## config.mk

```make
export PLATFORM = sky130hd
export DESIGN_NAME = fe_stage
export DESIGN_NICKNAME = d
export VERILOG_FILES = /design/src/rtl/fe_stage.sv
export SDC_FILE = /design/constraint.sdc
export NUM_CORES = 1
export LEC_CHECK = 0
export ABC_AREA = 1
export CAP_MARGIN = 20
export CORE_UTILIZATION = 57
export DETAILED_ROUTE_END_ITERATION = 7
export DONT_BUFFER_PORTS = 1
export PLACE_DENSITY_LB_ADDON = 0.25
export RECOVER_POWER = 50
export SLEW_MARGIN = 20
export SYNTH_ARGS = -nofsm -noshare
export SYNTH_HDL_FRONTEND = slang
export SYNTH_SLANG_ARGS = --single-unit
export TNS_END_PERCENT = 5
```

## constraint.sdc

```tcl
create_clock -name clk -period 6.6 [get_ports clk]
set_input_delay 0.66 -clock clk [delete_from_list [all_inputs] [get_ports clk]]
set_output_delay 0.66 -clock clk [all_outputs]
set_load 0.005 [all_outputs]
```

## src/rtl/fe_stage.sv

```systemverilog
// fe_stage: instruction fetch stage.
// Holds the fetch PC, the fetched-instruction count and the FE->DE pipeline
// latch. It issues one instruction-memory request per cycle and reacts to
// branch redirects from AGEX and stalls from DE.

`ifndef DBITS
`define DBITS 32
`endif
`ifndef INSTBITS
`define INSTBITS 32
`endif
`ifndef from_DE_to_FE_WIDTH
`define from_DE_to_FE_WIDTH 1
`endif
`ifndef BUS_CANARY_WIDTH
`define BUS_CANARY_WIDTH 16
`endif
`ifndef BUS_CANARY_VALUE
`define BUS_CANARY_VALUE 16'hEBEB
`endif
`ifndef FE_latch_WIDTH
`define FE_latch_WIDTH (`INSTBITS + 3 * `DBITS + `BUS_CANARY_WIDTH)
`endif

module fe_stage #(
  parameter logic [`DBITS-1:0] START_PC = 32'h0000_0000
) (
  input  logic                            clk,
  input  logic                            reset,
  input  logic [`from_DE_to_FE_WIDTH-1:0] from_DE_to_FE,
  input  logic [`DBITS:0]                 from_AGEX_to_FE,
  output logic                            imem_req,
  output logic [`DBITS-1:0]               imem_addr,
  input  logic [`INSTBITS-1:0]            imem_rdata,
  input  logic                            imem_ready,
  output logic [`FE_latch_WIDTH-1:0]      FE_latch_out
);

  typedef enum logic [1:0] {
    IDLE     = 2'd0,
    FETCH    = 2'd1,
    WAIT_MEM = 2'd2
  } fe_state_t;

  fe_state_t                     state_r;
  fe_state_t                     state_next_s;
  logic [`DBITS-1:0]             pc_fe_r;
  logic [`DBITS-1:0]             pc_next_s;
  logic [`DBITS-1:0]             inst_count_r;
  logic [`DBITS-1:0]             count_next_s;
  logic [`FE_latch_WIDTH-1:0]    fe_latch_r;
  logic [`FE_latch_WIDTH-1:0]    latch_next_s;

  logic                          stall_de_s;
  logic                          br_cond_s;
  logic [`DBITS-1:0]             br_target_s;
  logic [`DBITS-1:0]             pc_plus4_s;
  logic [`DBITS-1:0]             count_plus1_s;

  // Unpack upstream control buses; wrap-around adders need no carry out.
  always_comb begin
    stall_de_s    = from_DE_to_FE[0];
    br_cond_s     = from_AGEX_to_FE[`DBITS];
    br_target_s   = from_AGEX_to_FE[`DBITS-1:0];
    pc_plus4_s    = pc_fe_r + 32'd4;
    count_plus1_s = inst_count_r + 32'd1;
  end

  // Next-state and next-latch selection: redirect > stall > not ready > advance.
  always_comb begin
    state_next_s = state_r;
    pc_next_s    = pc_fe_r;
    count_next_s = inst_count_r;
    latch_next_s = fe_latch_r;
    case (state_r)
      IDLE: begin
        latch_next_s = '0;
        state_next_s = FETCH;
      end
      FETCH, WAIT_MEM: begin
        if (br_cond_s) begin
          // Any word returned this cycle belongs to the wrong path.
          pc_next_s    = br_target_s;
          latch_next_s = '0;
          state_next_s = FETCH;
        end else if (stall_de_s) begin
          state_next_s = state_r;
        end else if (!imem_ready) begin
          latch_next_s = '0;
          state_next_s = WAIT_MEM;
        end else begin
          latch_next_s = {imem_rdata, pc_fe_r, pc_plus4_s, count_plus1_s,
                          `BUS_CANARY_VALUE};
          pc_next_s    = pc_plus4_s;
          count_next_s = count_plus1_s;
          state_next_s = FETCH;
        end
      end
      default: begin
        latch_next_s = '0;
        state_next_s = IDLE;
      end
    endcase
  end

  // Stage registers; reset abandons any outstanding fetch immediately.
  always_ff @(posedge clk or posedge reset) begin
    if (reset) begin
      state_r      <= IDLE;
      pc_fe_r      <= START_PC;
      inst_count_r <= 32'd0;
      fe_latch_r   <= '0;
    end else begin
      state_r      <= state_next_s;
      pc_fe_r      <= pc_next_s;
      inst_count_r <= count_next_s;
      fe_latch_r   <= latch_next_s;
    end
  end

  // Outputs come straight from registers, never from stage inputs.
  always_comb begin
    imem_req     = (state_r == FETCH) || (state_r == WAIT_MEM);
    imem_addr    = pc_fe_r;
    FE_latch_out = fe_latch_r;
  end

endmodule

```

==> impl_results.md <==
* GRT Residual Overflow at 0
* Routability cong. at about 0.93
* Clk buf depth at 2
* Reg2reg start: state_r[0]
* Final Skew at between 0.008 and 0.009 ns
* #FFs+latches synth at roughly 190
* CP Capture Point: state_r[0]
* Critical Path Start: from_AGEX_to_FE[32]
* Reg2Reg Setup Slack at around 3.9 ns
* WP depth at 6
* Initial Utilization at 58.55%
* Clock sink total at 193
* Post_cts resized at 0
* Dpl ws at 3.311 ns
* GRT met3 Usage at 8.610%
* Worst Hold Class: in -> async
* Delay-heaviest family, CP: buffers and inverters
* Row cnt at 46
* VDD IR-drop max at about 0.00019 V
* Vias in the first global route at 7150
* Final WL at 23.98 mm
* First-pass GRT wire length at ~37 mm
* Crit start category: input port
* Crit-path cells: inv_2, nand3_1, inv_4, buf_4, or2_1, o22ai_1
* GRT Total Usage at 29.01%
* Synthesis Warnings at 0
* Crit path capture type: flip-flop
* Worst skew pair latency at between 0.4 and 0.5 ns
* Final Hold Viols at 0
* # DRC at 0
* Postcts setup bufs at 0
* Area grow syn2layout at 6.246%
* Distinct cell type count after synthesis at 38
* DIE WIDTH at 130.0 µm
* CTS Buf Count at 17
* Wire per inst at 17.36 µm
* Static leakage at 4.989 nW
* FF/Latch Area at 0.004830 mm²
* Seq/Total Area, Yosys at 51.74%
* Met1 GRT Util at roughly a third
* Worst-path fanout max at 72
* Setup WS post-layout at approximately 3.7 ns
* PortBufs at 0
* CTS tree: yes
* TritonRoute pass-1 iters at 5
* Pins Over Slew Limit at 0
* Required @ worst endpoint at 6.92 ns
* PD cells at 360.6 mW/mm²
* Final period util at 43.25%
* Post-route antenna net violation count at 0
* WP data arrival at 3.17 ns
* Initial DRC Count at 479
* Relative slew slack at 32.50%
* Max-cap violations at 0
* GRT met2 Usage at 48.73%
* Synthesized area at 0.009335 mm²
* Final nets at 1225
* Io pins at 246
* RSZ-0062 raised after global routing: false
* Fin crit period at about 2.9 ns
* Layout cells sized above 1 at 5.670%
* Worst reg2reg path depth at 10
* GRT busiest layer: met2
* Largest net degree at the start of global routing at about 140
* Status: complete, no violations
* Fillcell total at 1440
* Synth Instances at 1185
* Via count at 7600
* Final core occ at 62.21%
* Vias per cell at ~5.5
* CP max stage delay at 0.63 ns
* Cts hold-fix bufs at 0
* TNS Setup at 0 ns
* Die Height at 130.0 µm
* Clk slew on worst S/H paths at approximately 0.070 ns
* Multi-input gate area at around 0.0039 mm²
* Average footprint of a synthesized cell at 7.878 µm²
* Slew of the pin with the lowest slew margin at 1.012 ns
* R2R Path End: inst_count_r[10]
* Slowest cell on crit path: buf_4
* Post-DP HPWL at roughly 17 mm
* H-tree depth at 4
* Die area at between 0.015 and 0.02 mm²
* Max Freq at 0.3504 GHz
* CP Class: in -> reg
* Initial antenna violation count at 0
* WP buf/inv at 3
* Final setup viols at 0
* Root Buffer: clkbuf_16
* Area of the core at 0.01594 mm²
power breakdown:
| group | internal, mW | leakage, nW | switching [mW] |
|---|---|---|---|
| combinational | 0.256 | 2.12 | 0.591 |
| sequential | 1.39 | 2.60 | 0.321 |
| clock | 0.514 | 0.271 | 0.503 |
| total | 2.16 | 4.99 | 1.41 |
cells in the mapped netlist, drive strengths merged:
cell	instances	area [µm²]
inv	69	259.0
o41ai	1	16.27
nand4	2	12.51
xnor2	1	8.760
nor2	144	605.6
dfrtp	193	4830
nor3	2	15.01
and2	1	6.260
nand3b	12	93.84
clkinv	1	3.750
clkbuf	13	48.80
nand2	495	1873
buf	47	289.0
xor2	15	131.4
o22ai	2	12.51
a21o	2	15.01
a22o	35	306.5
a31oi	1	6.260
conb	1	3.750
or2	1	6.260
a21oi	14	73.82
o21ai	79	395.4
ha	5	62.56
o31ai	1	7.510
nand3	45	230.2
o211ai	3	22.52
worst min-delay path by stage:
stage                             start                to  slack [ns]  depth (start not counted)
global route        from_AGEX_to_FE[32]  FE_latch_out[50]        0.31                          1
global placement       FE_latch_out[46]  FE_latch_out[46]        0.49                          2
floorplan              inst_count_r[31]  inst_count_r[31]        0.46                          2
CTS                 from_AGEX_to_FE[32]  FE_latch_out[50]        0.31                          1
finish                            reset  FE_latch_out[52]        0.26                          1
detailed placement     FE_latch_out[37]  FE_latch_out[37]        0.49                          2
per-layer routing:
metal	wire [µm]	share of wire [%]	vias up
met2	11830	49	259
met3	1789	7.5	45
met5	0	0	-
met4	678	2.8	0
li1	-	-	3657
met1	9676	40	3639
per-stage QoR:
step / instances / hold slack [ns] / power (mW) / cell area (µm²)
after floorplan: 1188 / 0.4622 / 2.324 / 9346
after global placement: 1348 / 0.4876 / 2.553 / 9331
after detailed placement: 1348 / 0.4937 / 2.575 / 9331
after CTS: 1380 / 0.3106 / 3.590 / 9915
after global routing: 1380 / 0.3117 / 3.792 / 9916
final: 1381 / 0.2604 / 3.576 / 9918
placed cells by master (no fill, tap or decap), types with 13 or more instances in the layout:
cell       synthesis  final
o21ai_0           63     63
nand3_1           44     44
inv_1             62     62
nor2_1           130    130
clkbuf_16          0     17
xor2_1            15     15
a21oi_1           13     13
dfrtp_1          193    193
a22o_1            35     35
o21ai_1           16     16
nand2_1          491    491
final cells by class:
class / count / area share, %
tap: 216 / 2.725
clock buffer: 18 / 4.428
clock inverter: 14 / 1.451
sequential: 193 / 48.69
timing repair buffer: 4 / 0.3028
multi-input combinational: 865 / 39.61
inverter: 70 / 2.763
antenna: 1 / 0.02523
flip-flops by register name, indices dropped and copies added, names as in the netlist:
name and flops:
state_r 2, FE_latch_out 127, inst_count_r 32, imem_addr 32
kinds of logic (layout without fill, tap and decap cells):
| family | count (synthesis) | in the layout | share of synthesized area [%] |
|---|---|---|---|
| XOR/XNOR | 16 | 16 | 1.501 |
| other | 1 | 5 | 0.04017 |
| flip-flops | 193 | 193 | 51.74 |
| AND/OR/NAND/NOR | 702 | 702 | 30.45 |
| AO/OA/AOI/OAI | 138 | 138 | 9.168 |
| buffers and inverters | 130 | 106 | 6.433 |
| adder cells (fa/ha/maj) | 5 | 5 | 0.6702 |
No activity file was read; power rests on OpenSTA's default activity.
